## src/rtl/qpu_ifu_itcm_fetch_if.sv

```systemverilog
// qpu_ifu_itcm_fetch_if: ICB read port between the IFU fetch unit and the ITCM controller
//  master (IFU): drives cmd_valid/addr/read/wdata/wmask and rsp_ready; samples cmd_ready, rsp_valid, rsp_rdata
//  slave (ITCM): the mirror image
interface qpu_ifu_itcm_fetch_if #(
   parameter int AW = 16,
   parameter int DW = 64
);
   logic          ifu_icb_cmd_valid;
   logic          ifu_icb_cmd_ready;
   logic [AW-1:0] ifu_icb_cmd_addr;
   logic          ifu_icb_cmd_read;
   logic [DW-1:0] ifu_icb_cmd_wdata;
   logic [DW/8-1:0] ifu_icb_cmd_wmask;
   logic          ifu_icb_rsp_valid;
   logic          ifu_icb_rsp_ready;
   logic [DW-1:0] ifu_icb_rsp_rdata;
   modport master (
      output ifu_icb_cmd_valid, ifu_icb_cmd_addr, ifu_icb_cmd_read, ifu_icb_cmd_wdata, ifu_icb_cmd_wmask,
      output ifu_icb_rsp_ready,
      input  ifu_icb_cmd_ready, ifu_icb_rsp_valid, ifu_icb_rsp_rdata
   );
   modport slave (
      input  ifu_icb_cmd_valid, ifu_icb_cmd_addr, ifu_icb_cmd_read, ifu_icb_cmd_wdata, ifu_icb_cmd_wmask,
      input  ifu_icb_rsp_ready,
      output ifu_icb_cmd_ready, ifu_icb_rsp_valid, ifu_icb_rsp_rdata
   );
endinterface

```

## src/rtl/qpu_ifu_itcm_fetch.sv

```systemverilog
// qpu_ifu_itcm_fetch: IFU-side ICB initiator that walks a fetch PC, issues single-outstanding ITCM reads and queues words for the decoder
//  clk, rst                   : clock, asynchronous active-high reset
//  fetch_en                   : permission to issue new read commands
//  redirect_valid/redirect_pc : load new PC (word aligned), flush queue, discard in-flight response
//  icb (master)               : ICB read command/response channel to the ITCM controller
//  instr_valid/ready/data/pc  : 2-entry fetch queue head towards the decoder
//  ifu_busy                   : command pending or outstanding, or queue non-empty
module qpu_ifu_itcm_fetch #(
   parameter int AW = 16,
   parameter int DW = 64,
   parameter logic [AW-1:0] RESET_PC = '0
) (
   input  logic          clk,
   input  logic          rst,
   input  logic          fetch_en,
   input  logic          redirect_valid,
   input  logic [AW-1:0] redirect_pc,
   qpu_ifu_itcm_fetch_if.master icb,
   output logic          instr_valid,
   input  logic          instr_ready,
   output logic [DW-1:0] instr_data,
   output logic [AW-1:0] instr_pc,
   output logic          ifu_busy
);
   localparam logic [AW-1:0] STEP = AW'(DW/8);
   typedef enum logic [1:0] {IDLE, REQ, WAIT} state_t;
   state_t           state_q, state_d;
   logic [AW-1:0]    pc_q, pc_d;
   logic             drop_q, drop_d;
   logic [1:0]       cnt_q, cnt_d, cnt_p;
   logic [DW+AW-1:0] e0_q, e0_d, e1_q, e1_d, e0_p, word;
   logic             cmd_valid_q, cmd_valid_d, rsp_ready_q, rsp_ready_d, busy_q, busy_d;
   logic             pop, rsp_hs, push, go;
   always_comb begin
      pop    = (cnt_q != 2'd0) & instr_ready;
      rsp_hs = (state_q == WAIT) & icb.ifu_icb_rsp_valid;
      // redirect beats a genuine response; stale responses are swallowed while drop is set
      push   = rsp_hs & ~drop_q & ~redirect_valid;
      word   = {icb.ifu_icb_rsp_rdata, pc_q};
      cnt_p  = cnt_q - {1'b0, pop};
      e0_p   = pop ? e1_q : e0_q;
      e0_d   = (push & (cnt_p == 2'd0)) ? word : e0_p;
      e1_d   = (push & (cnt_p != 2'd0)) ? word : e1_q;
      cnt_d  = redirect_valid ? 2'd0 : cnt_p + {1'b0, push};
      pc_d   = redirect_valid ? (redirect_pc & ~(STEP - 1'b1)) : push ? pc_q + STEP : pc_q;
      // room is judged after this cycle's push/pop/flush; nothing is outstanding when deciding
      go     = fetch_en & (cnt_d < 2'd2);
      state_d = (state_q == IDLE) ? (go ? REQ : IDLE) :
                (state_q == REQ)  ? (icb.ifu_icb_cmd_ready ? WAIT : REQ) :
                rsp_hs ? (go ? REQ : IDLE) : WAIT;
      // a redirect that catches a command already accepted marks its response as stale
      drop_d = rsp_hs ? 1'b0 :
               drop_q | (redirect_valid & (((state_q == REQ) & icb.ifu_icb_cmd_ready) | (state_q == WAIT)));
      cmd_valid_d = state_d == REQ;
      rsp_ready_d = state_d == WAIT;
      busy_d      = (state_d != IDLE) | (cnt_d != 2'd0);
   end
   always_ff @(posedge clk or posedge rst)
      if (rst) begin
         state_q     <= IDLE;
         pc_q        <= RESET_PC;
         drop_q      <= 1'b0;
         cnt_q       <= 2'd0;
         e0_q        <= '0;
         e1_q        <= '0;
         cmd_valid_q <= 1'b0;
         rsp_ready_q <= 1'b0;
         busy_q      <= 1'b0;
      end else begin
         state_q     <= state_d;
         pc_q        <= pc_d;
         drop_q      <= drop_d;
         cnt_q       <= cnt_d;
         e0_q        <= e0_d;
         e1_q        <= e1_d;
         cmd_valid_q <= cmd_valid_d;
         rsp_ready_q <= rsp_ready_d;
         busy_q      <= busy_d;
      end
   assign icb.ifu_icb_cmd_valid = cmd_valid_q;
   assign icb.ifu_icb_cmd_addr  = pc_q;
   assign icb.ifu_icb_cmd_read  = 1'b1;
   assign icb.ifu_icb_cmd_wdata = '0;
   assign icb.ifu_icb_cmd_wmask = '0;
   assign icb.ifu_icb_rsp_ready = rsp_ready_q;
   assign instr_valid = cnt_q != 2'd0;
   assign instr_data  = e0_q[AW +: DW];
   assign instr_pc    = e0_q[AW-1:0];
   assign ifu_busy    = busy_q;
endmodule

```

## src/flat_wrapper.sv

```systemverilog
// flat-port wrapper written by rule: the top's interface ports become plain ports
module qpu_ifu_itcm_fetch_flat 
#(
   parameter int AW = 16,
   parameter int DW = 64,
   parameter logic [AW-1:0] RESET_PC = '0
)
  (clk, rst, fetch_en, redirect_valid, redirect_pc, instr_valid, instr_ready, instr_data, instr_pc, ifu_busy, icb_ifu_icb_cmd_valid, icb_ifu_icb_cmd_addr, icb_ifu_icb_cmd_read, icb_ifu_icb_cmd_wdata, icb_ifu_icb_cmd_wmask, icb_ifu_icb_rsp_ready, icb_ifu_icb_cmd_ready, icb_ifu_icb_rsp_valid, icb_ifu_icb_rsp_rdata);
  qpu_ifu_itcm_fetch_if #(.AW(AW), .DW(DW)) icb_i ();
  input  logic clk;
  input  logic rst;
  input  logic fetch_en;
  input  logic redirect_valid;
  input  logic [AW-1:0] redirect_pc;
  output logic instr_valid;
  input  logic instr_ready;
  output logic [DW-1:0] instr_data;
  output logic [AW-1:0] instr_pc;
  output logic ifu_busy;
  output wire logic [$bits(icb_i.ifu_icb_cmd_valid)-1:0] icb_ifu_icb_cmd_valid;
  output wire logic [$bits(icb_i.ifu_icb_cmd_addr)-1:0] icb_ifu_icb_cmd_addr;
  output wire logic [$bits(icb_i.ifu_icb_cmd_read)-1:0] icb_ifu_icb_cmd_read;
  output wire logic [$bits(icb_i.ifu_icb_cmd_wdata)-1:0] icb_ifu_icb_cmd_wdata;
  output wire logic [$bits(icb_i.ifu_icb_cmd_wmask)-1:0] icb_ifu_icb_cmd_wmask;
  output wire logic [$bits(icb_i.ifu_icb_rsp_ready)-1:0] icb_ifu_icb_rsp_ready;
  input wire logic [$bits(icb_i.ifu_icb_cmd_ready)-1:0] icb_ifu_icb_cmd_ready;
  input wire logic [$bits(icb_i.ifu_icb_rsp_valid)-1:0] icb_ifu_icb_rsp_valid;
  input wire logic [$bits(icb_i.ifu_icb_rsp_rdata)-1:0] icb_ifu_icb_rsp_rdata;
  assign icb_ifu_icb_cmd_valid = icb_i.ifu_icb_cmd_valid;
  assign icb_ifu_icb_cmd_addr = icb_i.ifu_icb_cmd_addr;
  assign icb_ifu_icb_cmd_read = icb_i.ifu_icb_cmd_read;
  assign icb_ifu_icb_cmd_wdata = icb_i.ifu_icb_cmd_wdata;
  assign icb_ifu_icb_cmd_wmask = icb_i.ifu_icb_cmd_wmask;
  assign icb_ifu_icb_rsp_ready = icb_i.ifu_icb_rsp_ready;
  assign icb_i.ifu_icb_cmd_ready = icb_ifu_icb_cmd_ready;
  assign icb_i.ifu_icb_rsp_valid = icb_ifu_icb_rsp_valid;
  assign icb_i.ifu_icb_rsp_rdata = icb_ifu_icb_rsp_rdata;
  qpu_ifu_itcm_fetch #(.AW(AW), .DW(DW), .RESET_PC(RESET_PC)) u_core (.clk(clk), .rst(rst), .fetch_en(fetch_en), .redirect_valid(redirect_valid), .redirect_pc(redirect_pc), .icb(icb_i), .instr_valid(instr_valid), .instr_ready(instr_ready), .instr_data(instr_data), .instr_pc(instr_pc), .ifu_busy(ifu_busy));
endmodule
```

## config.mk

```make
export PLATFORM = sky130hd
export DESIGN_NAME = qpu_ifu_itcm_fetch_flat
export DESIGN_NICKNAME = d
export VERILOG_FILES = /design/src/rtl/qpu_ifu_itcm_fetch_if.sv /design/src/rtl/qpu_ifu_itcm_fetch.sv /design/src/flat_wrapper.sv
export SDC_FILE = /design/constraint.sdc
export NUM_CORES = 1
export LEC_CHECK = 0
export BUFFER_PORTS_ARGS = -buffer_cell sky130_fd_sc_hd__buf_2
export CAP_MARGIN = 20
export CORE_MARGIN = 4
export CORE_UTILIZATION = 35
export DETAILED_ROUTE_END_ITERATION = 7
export HOLD_SLACK_MARGIN = 0.02
export PLACE_DENSITY = 0.7
export REMOVE_ABC_BUFFERS = 1
export SYNTH_ARGS = -nofsm -noshare
export SYNTH_HDL_FRONTEND = slang
export SYNTH_SLANG_ARGS = --single-unit
```

## constraint.sdc

```tcl
create_clock -name clk -period 7.4 [get_ports clk]
set_clock_uncertainty 0.1 [all_clocks]
set_input_delay 0 -clock clk [delete_from_list [all_inputs] [get_ports clk]]
set_output_delay 0 -clock clk [all_outputs]
set_load 0.005 [all_outputs]
```

Yosys cells after proc, flatten, opt, wreduce, memory -nomap -nowiden:

Cells that the tools add are included.
W data, S select, Z words.

* add/subtract/negate cells: 3
* multiply operators: 0
* div/mod/pow operators: 0
* magnitude comparators: 1
* eq/ne operators: 4
* shifts and indexed selects: 0
* multiplexer cells: 11
* bitwise operators: 14
* reductions and logical operators: 8

Operators with widths (number)
* $mux W80: 2
* $mux W16: 2
* $add A16 B4 Y16 const B: 1
* $reduce_bool A2 Y1: 6
* $mux W2: 5
* $and A1 B1 Y1: 9
* $eq A2 B1 Y1 const B: 2
* $eq A2 B2 Y1 const B: 2
* $logic_not A2 Y1: 2
* $or A1 B1 Y1: 3
* $add A2 B1 Y2: 1
* $lt A2 B2 Y1 const B: 1
* $mux W1: 2
* $not A1 Y1: 2
* $sub A2 B1 Y2: 1

* register bits: 184
* bits in latches: 0
* RAM bits: 0
* bits in read-only memories: 0
* output and inout bits: 173
* word-level logic and storage cells: 50
* memories kept: 0

Longest topological paths before layout:

* depth in word-level cells: 14
* mapped depth: 13
* gate-level depth less buffers: 9

Worst setup path after synthesis:

OpenSTA, ideal clock, no wires.

* path type: flip-flop to flip-flop
* start point: reg u_core.cnt_q[1]
* end point: reg u_core.e1_q[7]
* setup time: 0.128 ns
* arrival time: 2.599 ns
* required time: 7.172 ns
* slack: 4.573 ns
* stages on the path, launching flop included: 13
* buffers on the path: 5
* period minus slack after synthesis: 2.827 ns
* cells stage by stage: dfrtp_1 > or2_1 > clkbuf_1 > nand2_1 > buf_4 > buf_4 > inv_1 > ha_1 > xnor2_1 > a211oi_2 > buf_4 > buf_6 > mux2_1

* word-level cells in the longest chain between the ends: 5

RTL lines
* start, declared: line qpu_ifu_itcm_fetch.sv:30 `logic [1:0] cnt_q, cnt_d, cnt_p;`
* start signal, assigned: line qpu_ifu_itcm_fetch.sv:73 `cnt_q <= cnt_d;`
* $reduce_bool A2 Y1
* net instr_valid: line flat_wrapper.sv:15 `output logic instr_valid;`
* $and A1 B1 Y1: line qpu_ifu_itcm_fetch.sv:35 `pop = (cnt_q != 2'd0) & instr_ready;`
* $sub A2 B1 Y2: line qpu_ifu_itcm_fetch.sv:40 `cnt_p = cnt_q - {1'b0, pop};`
* $reduce_bool A2 Y1: line qpu_ifu_itcm_fetch.sv:43 `e1_d = (push & (cnt_p != 2'd0)) ? word : e1_q;`
* $and A1 B1 Y1: line qpu_ifu_itcm_fetch.sv:43
* end signal, assigned: line qpu_ifu_itcm_fetch.sv:65 `e1_q <= '0;`
* end signal, assigned: line qpu_ifu_itcm_fetch.sv:75 `e1_q <= e1_d;`
* end, declared: line qpu_ifu_itcm_fetch.sv:31 `logic [DW+AW-1:0] e0_q, e0_d, e1_q, e1_d, e0_p, word;`

The timed path passes the listed nets, and every way through them passes these cells.
A chain may end at the register's enable or synchronous reset.

Worst setup path after layout:

* start point: reg u_core.cnt_q[1]
* end point: reg u_core.e1_q[41]

* word-level cells in the longest chain between the ends: 5

RTL lines (line)
* $reduce_bool A2 Y1: qpu_ifu_itcm_fetch.sv:35
* $and A1 B1 Y1: qpu_ifu_itcm_fetch.sv:35
* $sub A2 B1 Y2 (*): qpu_ifu_itcm_fetch.sv:40
* $reduce_bool A2 Y1 (*): qpu_ifu_itcm_fetch.sv:43
* $and A1 B1 Y1 (*): qpu_ifu_itcm_fetch.sv:43

Every way passes the cells marked *; elsewhere a longest branch is shown, timed or not.

==> summary.txt <==
Power
  – Worst vdd ir: approximately 0.00014 V
  – Pwr/cell area: approximately 320 nW/um^2
  – Pleak: between 5 and 6 nW
  – Total power: about 3.4 mW

Setup path
  – CP Launch Type: flop
  – Worst Setup SP: u_core.cnt_q[1]$_DFF_PP0_
  – Worst-path fanout max: 41
  – Crit. End Element: flop
  – Worst EP arrival: ~3.4 ns
  – Reg2Reg Launch Point: u_core.cnt_q[1]$_DFF_PP0_
  – Worst EP required: between 7 and 8 ns
  – Crit path kind: reg2reg

Clock tree
  – CTS tree: yes
  – Root Driver: clkbuf_16
  – Clock Tree Buf Depth: 2
  – H-tree levels: 4
  – Clock transition at path regs: around 0.070 ns
  – Skew-Pair Late Insertion Delay: 0.41 ns
  – Postcts setup bufs: 0
  – TritonCTS Buffers: 17
  – CTS Sinks: between 150 and 200

Logic synthesis
  – Cells after Synth: ~700
  – Distinct cells, synth: 37
  – Sequential area share after synthesis: 0.537
  – Async SR Flop Fraction: 1.00
  – Synth warn: 0
  – Number of synthesized flops with an enable pin: 0
  – Synth area leader: dfrtp_1
  – Seq cells post-synth: approximately 180
  – Top cells by area, synth: dfrtp_1 (54%), mux2i_1 (9.7%), buf_4 (7.7%)
  – Share of Yosys cell area claimed by the top area cell type: 0.537
  – Mean Syn Cell Area: 11.7 sq um
  – Top_reg_cell synth: dfrtp_1
  – Post-Syn Area: 8150 sq um

Detailed routing
  – DRC viols: 0
  – Total wire length: 18300 um
  – Final ANT Viol Nets: 0
  – Pre-antenna DRT Iters: 4
  – DR vias/cell: between 4 and 5
  – DRT iter0 DRCs: around 370
  – Wire per inst: between 10 and 15 um
  – Vias: 5772

STA
  – Crit path time final: ~3.2 ns
  – Post-route setup TNS: 0 ns
  – Final WS setup: about 4.2 ns
  – Final setup viols: 0
  – Fin crit share: 0.433
  – Fmax: approximately 310 MHz
  – WHS: ~0.23 ns
  – Slew Viols, Final: 0
  – RSZ-0062 raised after global routing: no
  – Hold Fails Final Rpt: 0
  – Rel. slew slack: 0.366
  – Actual slew at the worst max-slew pin: between 0.9 and 1 ns

Placed design
  – I/O Buffers: around 180
  – Placed Cells: approximately 1.2k
  – GP Congestion: 0.753
  – Dpl hpwl: roughly 12000 um
  – Place WS: 4.14 ns
  – DP Area: approximately 8900 sq um

Layout
  – Final core occ: 0.461
  – Area growth, synth to finish: 28.9%
  – Seq. cell area: between 4000 and 5000 sq um
  – Layout cells sized above 1: 0.272
  – Fin nets: about 1.1k
  – Final Instance Area: 10500 sq um
  – ANT cells: 0
  – Combined area of the multi-input logic cells: about 3200 sq um
  – Final non-filler cell total: 1287
  – Filler instances: between 2k and 2.5k

Global routing
  – Overflow left after global routing: 0
  – Initial antenna violation count: 0
  – Pin count of the biggest net entering global routing: ~100
  – GRT Overall Usage: 0.139
  – Vias in the first global route: 5850
  – Global-route wire length before repair: slightly below 30000 um

Status
  – Status: completed

Floorplanning
  – Io pins: 260
  – Die footprint: about 26000 sq um
  – Num rows: 55
  – Core area: between 20000 and 25000 sq um
  – Initial Utilization: 0.358
  – Die W: around 160 um
  – Die H: 161 um

Job
  – Max_cap viols: 0

Worst hold path
  – Type of the tightest min-delay check: in2async
## power by group
part / switching (mW) / leakage, nW / internal, mW
sequential: 0.207 / 2.30 / 1.34
clock: 0.371 / 0.263 / 0.456
combinational: 0.439 / 3.20 / 0.549
total: 1.02 / 5.76 / 2.35
## layer usage
metal | vias up | GRT usage | wire length [um]
li1 | 2765 | - | -
met1 | 2817 | 0.175 | 8000
met2 | 176 | 0.238 | 9020
met3 | 14 | 0.0398 | 1130
met4 | 0 | 0.0329 | 199
met5 | - | 0 | 0
## final cells by class
cell class                 count  share of cell area
inverter                       8             0.00333
multi-input combinational    473               0.304
tap                          313              0.0373
timing repair buffer         287               0.188
sequential                   175               0.417
clock inverter                 8             0.00548
clock buffer                  23              0.0455
## worst paths after layout
check	endpoint	slack (ns)	depth (start not counted)
setup / recovery	u_core.e1_q[41]$_DFFE_PP0P_	4.20	8
hold / removal	u_core.e1_q[36]$_DFFE_PP0P_	0.23	3
setup reg to reg	u_core.e1_q[41]$_DFFE_PP0P_	4.20	8
hold reg to reg	u_core.e1_q[32]$_DFFE_PP0P_	0.38	1
max in group asynchronous	u_core.e0_q[59]$_DFFE_PP0P_	5.40	4
min in group clk	u_core.e1_q[31]$_DFFE_PP0P_	0.26	3
## cells in the mapped netlist, types with 2 or more instances
master / n
xnor2_1: 5
ha_1: 3
a21oi_1: 81
xor2_1: 6
conb_1: 2
inv_1: 7
o21ai_0: 9
nor3_1: 3
or4_1: 3
o211ai_1: 2
mux2i_1: 79
a31o_2: 2
mux2_1: 30
buf_4: 84
dfrtp_1: 175
nand2_1: 16
or2_1: 2
clkbuf_1: 5
nor2_1: 81
nand4_1: 5
mux2_2: 48
buf_6: 9
buf_2: 20
nand3_1: 8
## layout by cell type, fill, tap and decap left out, drive strengths merged
master       Yosys  layout
o211ai           2       2
clkbuf           5      23
a2bb2oi          1       1
and3             1       1
buf            114     183
dfrtp          175     175
nand4            5       5
a21oi           81      81
o21ai            9       9
or4              3       3
nand2           16      16
and4bb           1       1
nor4             1       1
nor2b            1       1
mux2i           79      79
inv              7       8
conb             2      79
and2             1       1
mux2            78      78
dlygate4sd3      0     104
a31o             2       2
xnor2            5       5
clkinvlp         0       1
nand4bb          1       1
and4             1       1
nand3            8       8
o31ai            1       1
nor2            81      81
a31oi            1       1
ha               3       3
a211oi           1       1
or2              2       2
nor3             3       3
xor2             6       6
clkinv           1       7
## repair_timing
| item | 4_1_cts | 5_1_grt |
|---|---|---|
| gates resized for setup | 0 | 0 |
| endpoints found under the setup margin | 0 | 0 |
| hold endpoints to repair | 247 | 0 |
| hold buffers | 104 | 0 |
## state kept, by name, indices dropped and copies added (netlist names)
| name | cells |
|---|---|
| u_core.icb.ifu_icb_cmd_addr | 13 |
| u_core.cnt_q | 2 |
| u_core.ifu_busy | 1 |
| u_core.e1_q | 77 |
| u_core.state_q | 2 |
| u_core.icb.ifu_icb_cmd_valid | 1 |
| u_core.e0_q | 77 |
| u_core.icb.ifu_icb_rsp_ready | 1 |
| u_core.drop_q | 1 |
## logic make-up after synthesis
group / Yosys count / synth area share
flip-flops: 175 / 0.537
adder cells (fa/ha/maj): 3 / 0.00461
AND/OR/NAND/NOR: 125 / 0.0686
buffers and inverters: 127 / 0.109
XOR/XNOR: 11 / 0.0118
other: 2 / 0.000921
AO/OA/AOI/OAI: 98 / 0.0635
multiplexers: 157 / 0.205
## worst max-delay path, stage by stage (launching register included)
cell,delay [ns]
dfrtp_1,0.38
or2_1,0.27
nand2_4,0.54
inv_1,0.10
ha_1,0.21
xnor2_1,0.22
a211oi_4,0.28
buf_4,0.51
mux2_2,0.41
(Power assumes the default switching activity.)
